[src/rtl/vmm_result_uart_pkg.sv]
// rtl/vmm_result_uart_pkg.sv - shared constants, state encoding and frame byte builder
package vmm_result_uart_pkg;

    localparam int ENTRY_W     = 10 + 2 * 5;
    localparam int FRAME_BYTES = 3;
    localparam logic [1:0] LAST_BYTE = 2'(FRAME_BYTES - 1);

    localparam logic [2:0] BYTE0_MARK = 3'b100;
    localparam logic       BYTE1_MARK = 1'b0;

    typedef enum logic [1:0] {
        TX_IDLE  = 2'd0,
        TX_START = 2'd1,
        TX_DATA  = 2'd2,
        TX_STOP  = 2'd3
    } tx_state_e;

    // Entry layout is {i[4:0], j[4:0], data[9:0]}.
    function automatic logic [7:0] frame_byte(input logic [ENTRY_W-1:0] entry,
                                              input logic [1:0]         idx);
        logic [7:0] b;
        case (idx)
            2'd0:    b = {BYTE0_MARK, entry[19:15]};
            2'd1:    b = {BYTE1_MARK, entry[9:8], entry[14:10]};
            default: b = entry[7:0];
        endcase
        return b;
    endfunction

endpackage

[src/rtl/vmm_result_uart_if.sv]
// rtl/vmm_result_uart_if.sv - result element strobe bus from the matrix-multiply stage
interface vmm_result_uart_if #(
    parameter int DATA_W = 10,
    parameter int IDX_W  = 5
);
    logic              res_valid;
    logic [DATA_W-1:0] res_data;
    logic [IDX_W-1:0]  res_i;
    logic [IDX_W-1:0]  res_j;

    modport master (output res_valid, output res_data, output res_i, output res_j);
    modport slave  (input  res_valid, input  res_data, input  res_i, input  res_j);
endinterface

[src/rtl/vmm_result_uart_tx_byte.sv]
// rtl/vmm_result_uart_tx_byte.sv - 8N1 byte serializer with back-to-back reload at stop completion
module uart_tx_byte
    import vmm_result_uart_pkg::*;
#(
    parameter int CLKS_PER_BIT = 434
) (
    input  logic       clk,
    input  logic       rst,
    input  logic [7:0] byte_i,
    input  logic       load_i,
    output logic       ready_o,
    output logic       byte_done_o,
    output logic       active_o,
    output logic       tx_o
);

    localparam int BAUD_W = (CLKS_PER_BIT > 1) ? $clog2(CLKS_PER_BIT) : 1;
    localparam logic [BAUD_W-1:0] BAUD_LAST = BAUD_W'(CLKS_PER_BIT - 1);

    tx_state_e         state_q, state_d;
    logic [BAUD_W-1:0] baud_q, baud_d;
    logic [2:0]        bit_q, bit_d;
    logic [7:0]        shreg_q, shreg_d;
    logic              tx_q, tx_d;
    logic              baud_end;

    assign baud_end    = (baud_q == BAUD_LAST);
    assign byte_done_o = (state_q == TX_STOP) && baud_end;
    assign ready_o     = (state_q == TX_IDLE) || byte_done_o;
    assign active_o    = (state_q != TX_IDLE);
    assign tx_o        = tx_q;

    always_comb begin
        state_d = state_q;
        baud_d  = baud_q;
        bit_d   = bit_q;
        shreg_d = shreg_q;
        case (state_q)
            TX_IDLE: begin
                if (load_i) begin
                    state_d = TX_START;
                    shreg_d = byte_i;
                    baud_d  = '0;
                end
            end
            TX_START: begin
                if (baud_end) begin
                    baud_d  = '0;
                    bit_d   = 3'd0;
                    state_d = TX_DATA;
                end else begin
                    baud_d = baud_q + BAUD_W'(1);
                end
            end
            TX_DATA: begin
                if (baud_end) begin
                    baud_d  = '0;
                    shreg_d = {1'b0, shreg_q[7:1]};
                    if (bit_q == 3'd7) begin
                        state_d = TX_STOP;
                    end else begin
                        bit_d = bit_q + 3'd1;
                    end
                end else begin
                    baud_d = baud_q + BAUD_W'(1);
                end
            end
            default: begin
                if (baud_end) begin
                    baud_d = '0;
                    if (load_i) begin
                        state_d = TX_START;
                        shreg_d = byte_i;
                    end else begin
                        state_d = TX_IDLE;
                    end
                end else begin
                    baud_d = baud_q + BAUD_W'(1);
                end
            end
        endcase
    end

    // The line is registered from the current state, so it lags the FSM by one cycle.
    always_comb begin
        tx_d = 1'b1;
        case (state_q)
            TX_START: tx_d = 1'b0;
            TX_DATA:  tx_d = shreg_q[0];
            default:  tx_d = 1'b1;
        endcase
    end

    always_ff @(posedge clk or posedge rst) begin
        if (rst) begin
            state_q <= TX_IDLE;
            baud_q  <= '0;
            bit_q   <= 3'd0;
            shreg_q <= 8'd0;
            tx_q    <= 1'b1;
        end else begin
            state_q <= state_d;
            baud_q  <= baud_d;
            bit_q   <= bit_d;
            shreg_q <= shreg_d;
            tx_q    <= tx_d;
        end
    end

endmodule

[src/rtl/vmm_result_uart.sv]
// rtl/vmm_result_uart.sv - result FIFO and 3-byte frame sequencer feeding the UART serializer
module vmm_result_uart
    import vmm_result_uart_pkg::*;
#(
    parameter int DATA_W       = 10,
    parameter int IDX_W        = 5,
    parameter int CLKS_PER_BIT = 434,
    parameter int FIFO_DEPTH   = 4
) (
    input  logic                  clk,
    input  logic                  rst,
    vmm_result_uart_if.slave      res,
    output logic                  tx_o,
    output logic                  done_o,
    output logic                  busy_o,
    output logic                  fifo_full_o,
    output logic                  overflow_o
);

    localparam int PTR_W = $clog2(FIFO_DEPTH);
    localparam int CNT_W = PTR_W + 1;
    localparam int EW    = DATA_W + 2 * IDX_W;

    logic [ENTRY_W-1:0] mem_q [FIFO_DEPTH];
    logic [ENTRY_W-1:0] mem_d [FIFO_DEPTH];
    logic [PTR_W-1:0]   wr_ptr_q, wr_ptr_d, rd_ptr_q, rd_ptr_d;
    logic [CNT_W-1:0]   count_q, count_d;
    logic               overflow_q, overflow_d;

    logic [ENTRY_W-1:0] frame_q, frame_d;
    logic [1:0]         byte_idx_q, byte_idx_d;
    logic               frame_act_q, frame_act_d;
    logic               frame_end_q, frame_end_d;
    logic               done_q;

    logic [EW-1:0]      entry_w;
    logic [ENTRY_W-1:0] head_w;
    logic               full_w, push_w, pop_w;
    logic               tx_ready, tx_byte_done, tx_active, tx_load;
    logic [7:0]         tx_byte;

    assign entry_w = {res.res_i, res.res_j, res.res_data};
    assign head_w  = mem_q[rd_ptr_q];
    assign full_w  = (count_q == CNT_W'(FIFO_DEPTH));

    // Byte sequencing: finish the current frame first, then pull the next entry.
    always_comb begin
        tx_load     = 1'b0;
        tx_byte     = 8'd0;
        pop_w       = 1'b0;
        frame_d     = frame_q;
        byte_idx_d  = byte_idx_q;
        frame_act_d = frame_act_q;
        if (tx_ready) begin
            if (frame_act_q && (byte_idx_q != LAST_BYTE)) begin
                tx_load    = 1'b1;
                byte_idx_d = byte_idx_q + 2'd1;
                tx_byte    = frame_byte(frame_q, byte_idx_q + 2'd1);
            end else if (count_q != '0) begin
                pop_w       = 1'b1;
                tx_load     = 1'b1;
                frame_d     = head_w;
                byte_idx_d  = 2'd0;
                frame_act_d = 1'b1;
                tx_byte     = frame_byte(head_w, 2'd0);
            end else begin
                frame_act_d = 1'b0;
            end
        end
    end

    always_comb begin
        mem_d      = mem_q;
        push_w     = res.res_valid && (!full_w || pop_w);
        overflow_d = overflow_q || (res.res_valid && full_w && !pop_w);
        wr_ptr_d   = wr_ptr_q;
        rd_ptr_d   = rd_ptr_q;
        count_d    = count_q;
        if (push_w) begin
            mem_d[wr_ptr_q] = ENTRY_W'(entry_w);
            wr_ptr_d        = wr_ptr_q + PTR_W'(1);
        end
        if (pop_w) begin
            rd_ptr_d = rd_ptr_q + PTR_W'(1);
        end
        case ({push_w, pop_w})
            2'b10:   count_d = count_q + CNT_W'(1);
            2'b01:   count_d = count_q - CNT_W'(1);
            default: count_d = count_q;
        endcase
    end

    // done_o is delayed twice so it lines up with the end of the last stop bit on tx_o.
    assign frame_end_d = tx_byte_done && frame_act_q && (byte_idx_q == LAST_BYTE);

    always_ff @(posedge clk or posedge rst) begin
        if (rst) begin
            for (int k = 0; k < FIFO_DEPTH; k++) begin
                mem_q[k] <= '0;
            end
            wr_ptr_q    <= '0;
            rd_ptr_q    <= '0;
            count_q     <= '0;
            overflow_q  <= 1'b0;
            frame_q     <= '0;
            byte_idx_q  <= 2'd0;
            frame_act_q <= 1'b0;
            frame_end_q <= 1'b0;
            done_q      <= 1'b0;
        end else begin
            mem_q       <= mem_d;
            wr_ptr_q    <= wr_ptr_d;
            rd_ptr_q    <= rd_ptr_d;
            count_q     <= count_d;
            overflow_q  <= overflow_d;
            frame_q     <= frame_d;
            byte_idx_q  <= byte_idx_d;
            frame_act_q <= frame_act_d;
            frame_end_q <= frame_end_d;
            done_q      <= frame_end_q;
        end
    end

    uart_tx_byte #(
        .CLKS_PER_BIT(CLKS_PER_BIT)
    ) u_tx (
        .clk        (clk),
        .rst        (rst),
        .byte_i     (tx_byte),
        .load_i     (tx_load),
        .ready_o    (tx_ready),
        .byte_done_o(tx_byte_done),
        .active_o   (tx_active),
        .tx_o       (tx_o)
    );

    assign done_o      = done_q;
    assign busy_o      = (count_q != '0) || tx_active;
    assign fifo_full_o = full_w;
    assign overflow_o  = overflow_q;

endmodule

[src/flat_wrapper.sv]
// flat-port wrapper written by rule: the top's interface ports become plain ports
module vmm_result_uart_flat import vmm_result_uart_pkg::*;
#(
    parameter int DATA_W       = 10,
    parameter int IDX_W        = 5,
    parameter int CLKS_PER_BIT = 434,
    parameter int FIFO_DEPTH   = 4
)
  (clk, rst, tx_o, done_o, busy_o, fifo_full_o, overflow_o, res_res_valid, res_res_data, res_res_i, res_res_j);
  vmm_result_uart_if #(.DATA_W(DATA_W), .IDX_W(IDX_W)) res_i ();
  input  logic clk;
  input  logic rst;
  output logic tx_o;
  output logic done_o;
  output logic busy_o;
  output logic fifo_full_o;
  output logic overflow_o;
  input wire logic [$bits(res_i.res_valid)-1:0] res_res_valid;
  input wire logic [$bits(res_i.res_data)-1:0] res_res_data;
  input wire logic [$bits(res_i.res_i)-1:0] res_res_i;
  input wire logic [$bits(res_i.res_j)-1:0] res_res_j;
  assign res_i.res_valid = res_res_valid;
  assign res_i.res_data = res_res_data;
  assign res_i.res_i = res_res_i;
  assign res_i.res_j = res_res_j;
  vmm_result_uart #(.DATA_W(DATA_W), .IDX_W(IDX_W), .CLKS_PER_BIT(CLKS_PER_BIT), .FIFO_DEPTH(FIFO_DEPTH)) u_core (.clk(clk), .rst(rst), .res(res_i), .tx_o(tx_o), .done_o(done_o), .busy_o(busy_o), .fifo_full_o(fifo_full_o), .overflow_o(overflow_o));
endmodule
[config.mk]
export PLATFORM = sky130hd
export DESIGN_NAME = vmm_result_uart_flat
export DESIGN_NICKNAME = d
export VERILOG_FILES = /design/src/rtl/vmm_result_uart_pkg.sv /design/src/rtl/vmm_result_uart_if.sv /design/src/rtl/vmm_result_uart_tx_byte.sv /design/src/rtl/vmm_result_uart.sv /design/src/flat_wrapper.sv
export SDC_FILE = /design/constraint.sdc
export NUM_CORES = 1
export LEC_CHECK = 0
export BUFFER_PORTS_ARGS = -buffer_cell sky130_fd_sc_hd__buf_2
export CAP_MARGIN = 20
export CORE_ASPECT_RATIO = 0.9
export CORE_MARGIN = 2
export CORE_UTILIZATION = 47
export DETAILED_ROUTE_END_ITERATION = 12
export PLACE_DENSITY_LB_ADDON = 0.15
export SYNTH_ARGS = -nofsm -noshare
export SYNTH_HDL_FRONTEND = slang
export SYNTH_HIERARCHICAL = 1
export SYNTH_SLANG_ARGS = --single-unit
[constraint.sdc]
create_clock -name clk -period 2.9 [get_ports clk]
set_input_delay 0.145 -clock clk [delete_from_list [all_inputs] [get_ports clk]]
set_output_delay 0.145 -clock clk [all_outputs]
set_load 0.02 [all_outputs]
==> impl_metrics.yaml, run 1 <==
worst_setup_path:
  reg2reg_depth: 13
  critical_path_class: "register to register"
  worstPathRequired_ps: 3230
  cpMaxStageDelayCell: "dfrtp_1"
  crit_chain: "ha_1 > nand4bb_1 > nor2_2 > and2_1 > or2_4 > a21boi_4 > nand2b_4 > ha_1 > inv_1 > fa_1 > xor2_1 > nor2_1 > xor2_1"
  regToRegEndpoint: "u_core/count_q[2]"
  max_stage_delay_ps: 420
  rrSetupSlack_ps: 240
  cp.arrival_ps: 2990
  crit_path_start_kind: "register"
  path_buf_inv: 1
  crit_fanout: 6
  startpoint: "u_core/u_tx/baud_q[0]"
  crit_family: "simple AND/OR/NAND/NOR gates"
  r2r-start: "u_core/u_tx/baud_q[0]"
  end_kind: "register"
  path_depth: 13
  cp-endpoint: "u_core/count_q[2]"
sta:
  timing_hold_violations_final: 0
  fmax_mhz: 375
  finalSetupTns_ps: 0
  maxSlewViolCount: 0
  setup_viol: 0
  finalClockSkew_ps: 9.27
  rsz0062_at_grt: "false"
  worst_pin_slew_ps: 897
  relSlewSlack_pct: 40.1
  hold_slack_ps: 69.6
  layout_min_cycle_time_ps: 2660
  finalCritPeriodShare_pct: 91.8
yosys:
  syn-num-nets: 537
  netlist_area_um2: 6400
  synth_xor_area_share_pct: 0.822
  synth_adder_area_share_pct: 3.64
  synth-simple-area-share_pct: 8.69
  synthTopCellsByCount: "dfrtp_1, mux2_1, nand2_1"
  seq_area_frac_synth_pct: 53.2
  ys_top_cells_by_area: "dfrtp_1, mux2_1, mux4_2, nand2_1, ha_1"
  yosysTopAreaCell: "dfrtp_1"
  synth.area.mux_share_pct: 24.9
  ys_warn_count: 6
  ys_seq_elements: 136
  synth_most_common_cell: "dfrtp_1"
  synth-compound-area-share_pct: 5.81
  synth-async-reset-ratio_pct: 100
  synth_top_family_by_area: "multiplexers"
  postSynthAreaPerCell_um2: 12.9
  synth_top_area_share_pct: 52.8
  synth-edff-count: 0
  ys.flop_type: "dfrtp_1"
  ys_types: 46
  postSynthCellCount: 496
routing:
  ant_nets: 0
  vias: 3932
  drt_iter0_markers: 330
  via_per_inst: 5.34
  avgRoutedWirePerCell_um: 16.7
  drt_wl_total_um: 12300
  drc_errors: 0
  drt_first_pass_iters: 5
floorplanning:
  coreArea_um2: 13300
  die_w_um: 127
  num_io_pins: 28
  die_h_um: 115
  die_area_um2: 14600
  initial_core_util_pct: 48.0
  rows: 40
placed_design:
  port_buffers: 27
  hpwl_um: 8060
  dp_cells: 685
  place.gp.congestion: 0.775
power:
  internal-power_mw: 5.63
  switchingPower_mw: 2.75
  leakagePower_nw: 3.42
  sw_frac_of_total_pct: 32.8
  peakVddDrop_mv: 0.543
  power_density_nw_per_um2: 1110
  p_clk_share_pct: 24.2
  pwr-share-seq_pct: 39.3
  p_comb_share_pct: 36.5
final_layout:
  area_delta_synth_final_pct: 18.3
  fin_nets: 600
  n_fill_cell: 1149
  n_antenna_cell: 0
  drive_gt1_share_pct: 22.1
  fin_cells: 737
  final_util_pct: 56.9
job:
  cap_violations: 0
clock_tree:
  h-tree-depth: 4
  cts.sinks: 136
  cts-root-buf: "clkbuf_16"
  clk_path_buf_depth: 2
  clk-insertion-delay-late_ps: 410
  clk_pin_slew_worst_paths_ps: 60
  cts_made_buffers: 17
  cts_tree: "done"
run_status:
  run_status: "complete, no violations"
worst_hold_path:
  min_from: "res_res_valid"
  hold_path_class: "input port to register"
global_routing:
  grt_max_degree: 78
  grt_pass1_wl_um: 21500
  gr-total-overflow: 0
  antenna_found_initial: 0
  grt_usage_pct: 19.2
  grt_pass1_vias: 4148
==> per-stage QoR <==
| stage | cell area (µm²) | total power, mW | setup WS (ps) |
|---|---|---|---|
| after floorplan | 6400 | 5.53 | 92.0 |
| after global placement | 6770 | 6.22 | 163 |
| after detailed placement | 6770 | 6.34 | 69.5 |
| after CTS | 7530 | 8.42 | 58.5 |
| after global routing | 7570 | 9.01 | 37.5 |
| final | 7570 | 8.38 | 237 |
==> cells in the final DEF, fill, tap and decap left out, types with 3 or more instances in the layout <==
cell           count
a21o_1             7
a21oi_1           11
a22o_1             3
a22oi_1            5
and2_1             5
buf_2             27
buf_4             16
clkbuf_16         17
clkinv_2           4
clkinvlp_4         4
dfrtp_1          135
dlygate4sd3_1     21
ha_1              17
inv_1             15
mux2_1            80
mux2_2            17
mux2i_1            5
mux4_2            20
nand2_1           65
nand2b_1           4
nand3_1            3
nor2_1            14
nor2_2             5
nor3_1             3
nor4_1             4
o21ai_0           17
o21bai_1           4
xnor2_1            4
==> final cells by class <==
cell class,instances,area [µm²],area share (%)
clock buffer,20,447,5.90
clock inverter,9,104,1.37
inverter,17,71.3,0.942
multi-input combinational,321,2830,37.4
sequential,136,3400,45.0
tap,168,210,2.78
timing repair buffer,66,505,6.68
==> power by group through the flow <==
stage / Combinational [mW] / Clock [mW] / Sequential [mW]
after floorplan: 2.39 / 0 / 3.14
after global placement: 2.95 / 0 / 3.28
after detailed placement: 3.02 / 0 / 3.32
after CTS: 3.06 / 2.07 / 3.29
after global routing: 3.42 / 2.17 / 3.42
final: 3.06 / 2.02 / 3.29
==> layer usage <==
layer / GRT usage [%] / part of all wire (%)
met4: 4.62 / 0.76
met2: 29.8 / 46
met5: 0 / 0
met1: 26.8 / 50
met3: 5.70 / 3.1
==> how the worst min path moves through the flow <==
| stage | to | slack, ps | depth (start not counted) |
|---|---|---|---|
| after global routing | u_core/overflow_o | 60 | 2 |
| after global placement | u_core/frame_end_q | 330 | 2 |
| final | u_core/overflow_o | 70 | 2 |
| after CTS | u_core/overflow_o | 20 | 2 |
| after floorplan | u_core/u_tx/baud_q[0] | 150 | 1 |
| after detailed placement | u_core/done_o | 350 | 2 |
==> kinds of logic (layout without fill, tap and decap cells) <==
| logic type | after synthesis | after routing |
|---|---|---|
| AO/OA/AOI/OAI | 55 | 55 |
| multiplexers | 122 | 122 |
| flip-flops | 136 | 136 |
| buffers and inverters | 39 | 112 |
| AND/OR/NAND/NOR | 120 | 120 |
| XOR/XNOR | 6 | 6 |
| adder cells (fa/ha/maj) | 18 | 18 |
==> registers in the layout, indices dropped and copies added (netlist names) <==
name,count
u_core/u_tx/state_q,2
u_core/u_tx/baud_q,9
u_core/frame_act_q,1
u_core/byte_idx_q,2
u_core/u_tx/tx_o,1
u_core/done_o,1
u_core/wr_ptr_q,2
u_core/overflow_o,1
u_core/count_q,3
u_core/u_tx/shreg_q,8
u_core/frame_q,20
u_core/frame_end_q,1
u_core/rd_ptr_q,2
u_core/u_tx/bit_q,3
u_core/mem_q,80
==> what timing repair did <==
action / 4_1_cts / 5_1_grt
resized for setup: 0 / 4
hold buffers: 21 / 0
hold endpoints to repair: 134 / 0
buffers inserted: 0 / 2
setup endpoints to repair: 0 / 9
No activity file was read; power rests on OpenSTA's default activity.
==> run 2, diff against run 1 <==
==> constraint.sdc (replaced) <==
create_clock -name clk -period 2.41 [get_ports clk]
set_input_delay 0.1205 -clock clk [delete_from_list [all_inputs] [get_ports clk]]
set_output_delay 0.1205 -clock clk [all_outputs]
set_load 0.02 [all_outputs]
==> run 2 against run 1 <==
Net effect:
- the run now ends with setup timing left
- final area is 4.5% higher
- worst setup slack got worse by 250 ps
- sequential power rose by 20%
- die area unchanged
- clock skew down 1.8 ps
- non-clock buffer count increased by 25
- via count up 4.2%
- fmax increased by 9.9%
- sequential share of layout area shrank 1.9 points
- register-to-register slack got worse by 250 ps
- core utilization increased by 2.6 points
- clock power up 34%
- critical path type unchanged
==> impl_metrics.yaml, run 2 (synthesis results as in run 1) <==
final_layout:
  multi_input_area_um2: 2860
  register_area_um2: 3400
  regMostFlops: "u_core/mem_q"
  layout_commonest_cell: "dfrtp_1"
  n_fill_cell: 1069
  layout_common_cells: "dfrtp_1, mux2_1, nand2_1, buf_4, buf_2"
  top_regs: "u_core/mem_q (80), u_core/frame_q (20), u_core/u_tx/baud_q (9)"
  largest_register_ffs: 80
  n_antenna_cell: 0
  drive_gt1_share_pct: 27.3
  fin_area_um2: 7910
  fin_nets: 625
  area_delta_synth_final_pct: 23.7
  final_util_pct: 59.4
routing:
  drc_errors: 0
  drt_iter0_markers: 186
  routed.top_layer: "met4"
  ant_nets: 0
  dr_wl_met3_um: 279
  wl_met1_um: 6200
  avgRoutedWirePerCell_um: 16.9
  wl_met2_um: 6310
  drt_first_pass_iters: 4
  via_per_inst: 5.36
  vias: 4098
  drt_wl_total_um: 12900
clock_tree:
  cts-root-buf: "clkbuf_16"
  cts_made_buffers: 17
  clk-insertion-delay-late_ps: 410
  h-tree-depth: 4
  clk_path_buf_depth: 2
  clk_pin_slew_worst_paths_ps: 60
  cts_tree: "done"
  cts.sinks: 136
power:
  p_comb_share_pct: 37.7
  internal-power_mw: 7.21
  peakVddDrop_mv: 0.585
  p_clk_share_pct: 25.4
  total_power_mw: 10.7
  switchingPower_mw: 3.45
  power_density_nw_per_um2: 1350
  pwr-share-seq_pct: 36.9
  sw_frac_of_total_pct: 32.4
  leakagePower_nw: 3.60
worst_setup_path:
  path_buf_inv: 2
  regToRegEndpoint: "u_core/count_q[2]"
  startpoint: "u_core/u_tx/baud_q[1]"
  crit_path_start_kind: "register"
  max_stage_delay_ps: 360
  cp.arrival_ps: 2760
  crit_family: "simple AND/OR/NAND/NOR gates"
  cpMaxStageDelayCell: "dfrtp_1"
  crit_chain: "inv_2 > ha_2 > nand4bb_1 > nor2_2 > and2_4 > or2_4 > a21boi_4 > nand2b_4 > ha_4 > inv_2 > fa_2 > xor2_1 > nor2_1 > xor2_1"
  reg2reg_depth: 14
  r2r-start: "u_core/u_tx/baud_q[1]"
  crit_fanout: 4
  rrSetupSlack_ps: -10
  end_kind: "register"
  worstPathRequired_ps: 2750
  critical_path_class: "register to register"
worst_hold_path:
  min_from: "res_res_valid"
  holdPathEnd: "u_core/overflow_o"
  hold_path_class: "input port to register"
  hold_depth: 2
sta:
  fmax_mhz: 413
  setup_viol: 1
  worst_pin_slew_ps: 920
  finalClockSkew_ps: 7.51
  timing_hold_violations_final: 0
  setup_ws_ps: -13.1
  relSlewSlack_pct: 38.6
  rsz0062_at_grt: "true"
  finalCritPeriodShare_pct: 101
  maxSlewViolCount: 0
  layout_min_cycle_time_ps: 2420
global_routing:
  grt_usage_pct: 19.1
  grt_pass1_vias: 4265
  gr-total-overflow: 0
  antenna_found_initial: 0
  grt_max_degree: 90
  grt_pass1_wl_um: 21500
floorplanning:
  die_h_um: 115
  die_area_um2: 14600
  num_io_pins: 28
  initial_core_util_pct: 48.0
  rows: 40
  coreArea_um2: 13300
  die_w_um: 127
run_status:
  run_status: "finished, violations left"
  violations: "setup timing"
placed_design:
  hpwl_um: 8330
  post-place-ws_ps: -76.5
  placed_area_um2: 6990
  place.gp.congestion: 0.774
  port_buffers: 27
job:
  cap_violations: 0
[run 2: changes by cell type in the layout (fill, tap and decap cells not counted), sizes merged]
cell,delta
buf,+25
clkinv,-1
bufinv,+1
inv,+2
clkinvlp,-1
clkbuf,+2
[run 2: metrics by stage]
stage,TNS [ps],cells,hold slack (ps)
floorplan,-167,496,122
global placement,-14.3,704,209
detailed placement,-89.2,704,219
CTS,-7.43,761,53.3
global route,-156,765,55.0
finish,-13.1,765,72.3
[run 2: layout make-up]
class / count / area share [%]
Inverter: 17 / 0.886
Clock inverter: 10 / 1.79
Timing Repair Buffer: 91 / 9.33
Clock buffer: 22 / 6.12
Sequential cell: 136 / 43.0
Multi-Input combinational cell: 321 / 36.2
Tap cell: 168 / 2.66
[run 2: how the worst max path moves through the flow]
stage	to	cells after the start	slack, ps
floorplan	u_core/count_q[2]	16	-140
global placement	u_core/count_q[2]	14	-10
detailed placement	u_core/count_q[2]	14	-80
CTS	u_core/count_q[2]	14	-7
global route	u_core/count_q[2]	14	-100
finish	u_core/count_q[2]	14	-10
[run 2: power by group through the flow]
stage | combinational [mW] | sequential [mW] | clock [mW]
after CTS | 4.04 | 3.94 | 2.76
after detailed placement | 3.95 | 3.97 | 0
after global routing | 4.45 | 4.08 | 2.86
final | 4.02 | 3.94 | 2.70
after global placement | 3.85 | 3.91 | 0
after floorplan | 2.94 | 3.78 | 0
[run 2: what timing repair did]
item                       CTS  global route
buffers inserted             4             4
hold endpoints to repair   126             0
pin swaps                    5             2
setup endpoints to repair    8            45
hold buffers                21             0
gates resized for setup      5             4
[run 2: worst reg2reg max path: cells and delay by family, from the launching register on]
family,cells,cell delay [ps]
and+or+nand+nor,6,860
adders and majority gates,3,620
DFF,1,360
xor gates and xnor gates,2,310
AOI/OAI and AO/OA,1,140
buffers and inverters,2,70
[run 2: routing by layer]
layer / track usage [%] / vias up
met5: 0 / -
met4: 5.93 / 0
met3: 4.86 / 7
met2: 31.1 / 42
met1: 25.6 / 2121
li1: - / 1928
==> run 3, diff against run 2 <==
--- a/config.mk
+++ b/config.mk
@@ -12,6 +12,7 @@
 export CORE_UTILIZATION = 47
 export DETAILED_ROUTE_END_ITERATION = 12
 export PLACE_DENSITY_LB_ADDON = 0.15
+export SETUP_SLACK_MARGIN = 0.1
 export SYNTH_ARGS = -nofsm -noshare
 export SYNTH_HDL_FRONTEND = slang
 export SYNTH_HIERARCHICAL = 1
==> run 3 against run 2 <==
Net effect:
- the flow still finishes with violations (setup timing)
- clock skew decreased by 0.89 ps
- register-to-register slack about the same
- core utilization increased by 3.7 points
- sequential power up 1%
==> impl_metrics.yaml, run 3 (synthesis results as in run 1) <==
run_status:
  run_status: "finished, violations left"
  violations: "setup timing"
global_routing:
  grt_pass1_vias: 4489
  antenna_found_initial: 0
  grt_pass1_wl_um: 23500
  grt_usage_pct: 20.8
  grt_max_degree: 57
  gr-total-overflow: 0
power:
  leakagePower_nw: 3.91
  power_density_nw_per_um2: 1400
  peakVddDrop_mv: 0.805
routing:
  via_per_inst: 5.37
  avgRoutedWirePerCell_um: 18.6
  vias: 4147
  drt_iter0_markers: 211
  drc_errors: 0
  drt_first_pass_iters: 4
  drt_wl_total_um: 14300
  ant_nets: 0
sta:
  setup_viol: 1
  rsz0062_at_grt: "true"
  maxSlewViolCount: 0
  setup_ws_ps: -25.2
  fmax_mhz: 411
  finalCritPeriodShare_pct: 101
  relSlewSlack_pct: 38.4
  timing_hold_violations_final: 0
  worst_pin_slew_ps: 923
  hold_slack_ps: 56.3
  finalClockSkew_ps: 6.63
  layout_min_cycle_time_ps: 2440
worst_setup_path:
  end_kind: "register"
  reg2reg_depth: 14
  startpoint: "u_core/u_tx/baud_q[1]"
  crit_fanout: 4
  regToRegEndpoint: "u_core/count_q[2]"
  critical_path_class: "register to register"
  r2r-start: "u_core/u_tx/baud_q[1]"
  cp-endpoint: "u_core/count_q[2]"
  cp.arrival_ps: 2770
  rrSetupSlack_ps: -30
  worstPathRequired_ps: 2750
  crit_path_start_kind: "register"
placed_design:
  place.gp.congestion: 0.783
  placed_area_um2: 7050
  hpwl_um: 8420
  post-place-ws_ps: -63.8
  port_buffers: 27
clock_tree:
  cts-root-buf: "clkbuf_16"
  cts_tree: "done"
  clk-insertion-delay-late_ps: 410
  cts.sinks: 136
  clk_pin_slew_worst_paths_ps: 60
  cts_made_buffers: 17
  h-tree-depth: 4
  clk_path_buf_depth: 2
final_layout:
  layout_commonest_cell: "dfrtp_1"
  fin_nets: 632
  area_delta_synth_final_pct: 31.4
  fin_area_um2: 8400
  drive_gt1_share_pct: 41.6
  largest_register_ffs: 80
  top_regs: "u_core/mem_q (80), u_core/frame_q (20), u_core/u_tx/baud_q (9)"
  n_fill_cell: 1021
  layout_common_cells: "dfrtp_1, mux2_4, nand2_1, buf_4, buf_2"
  n_antenna_cell: 0
  regMostFlops: "u_core/mem_q"
floorplanning:
  rows: 40
  die_area_um2: 14600
  die_h_um: 115
  coreArea_um2: 13300
  die_w_um: 127
  num_io_pins: 28
  initial_core_util_pct: 48.0
worst_hold_path:
  hold_depth: 2
  hold_path_class: "input port to register"
job:
  cap_violations: 0
-- run 3: what timing repair did --
item,CTS,global route
setup endpoints to repair,21,93
gates resized for setup,89,8
pin swaps,10,3
hold buffers,21,0
cloned,0,5
endpoints found under the hold margin,125,0
buffers inserted,5,3
-- run 3: worst min path at each step --
stage / startpoint / end / slack, ps
after floorplan: rst / u_core/u_tx/baud_q[0] / 120
after global placement: rst / u_core/done_o / 210
after detailed placement: rst / u_core/frame_end_q / 230
after CTS: res_res_valid / u_core/overflow_o / 40
after global routing: res_res_valid / u_core/overflow_o / 60
final: res_res_valid / u_core/overflow_o / 60
-- run 3: critical path, stage by stage (launching register included) --
cell,delay [ps]
dfrtp_1,350
inv_2,40
ha_2,160
nand4bb_1,120
nor2_2,60
and2_4,160
or2_4,270
a21boi_4,150
nand2b_4,150
ha_4,130
inv_2,30
fa_2,330
xor2_1,140
nor2_1,110
xor2_1,150
-- run 3: per-stage QoR --
stage | TNS (ps) | util [%] | total power, mW | std cells
2_1_floorplan | -167 | - | 6.77 | 496
3_3_place_gp | -17.6 | 52.9 | 7.84 | 706
3_5_place_dp | -185 | 52.9 | 8.00 | 706
4_1_cts | -21.3 | 62.0 | 11.7 | 764
5_1_grt | -3450 | 63.1 | 12.5 | 772
6_report | -25.2 | 63.1 | 11.8 | 772
-- run 3: cell type report --
| class | count | area (µm²) | area share (%) |
|---|---|---|---|
| multi-input cells | 321 | 3220 | 38.4 |
| inverters | 17 | 70.1 | 0.834 |
| clock buffers | 22 | 484 | 5.76 |
| well taps | 168 | 210 | 2.50 |
| flip-flops and latches | 136 | 3400 | 40.5 |
| repair buffers | 98 | 871 | 10.4 |
| clock inverters | 10 | 140 | 1.67 |
-- run 3: power by group --
part,internal (mW),switching (mW),leakage (nW)
clock network,1.74,0.972,0.299
registers,3.36,0.624,1.66
logic,2.95,2.14,1.95
total,8.05,3.74,3.91
-- run 3: per-layer routing --
layer	vias to the layer above	global-route usage [%]	part of all wire [%]
met5	-	0	0
met3	13	5.00	2.7
met2	65	33.7	48
met1	2122	28.2	48
met4	0	5.93	1.1
li1	1947	-	-
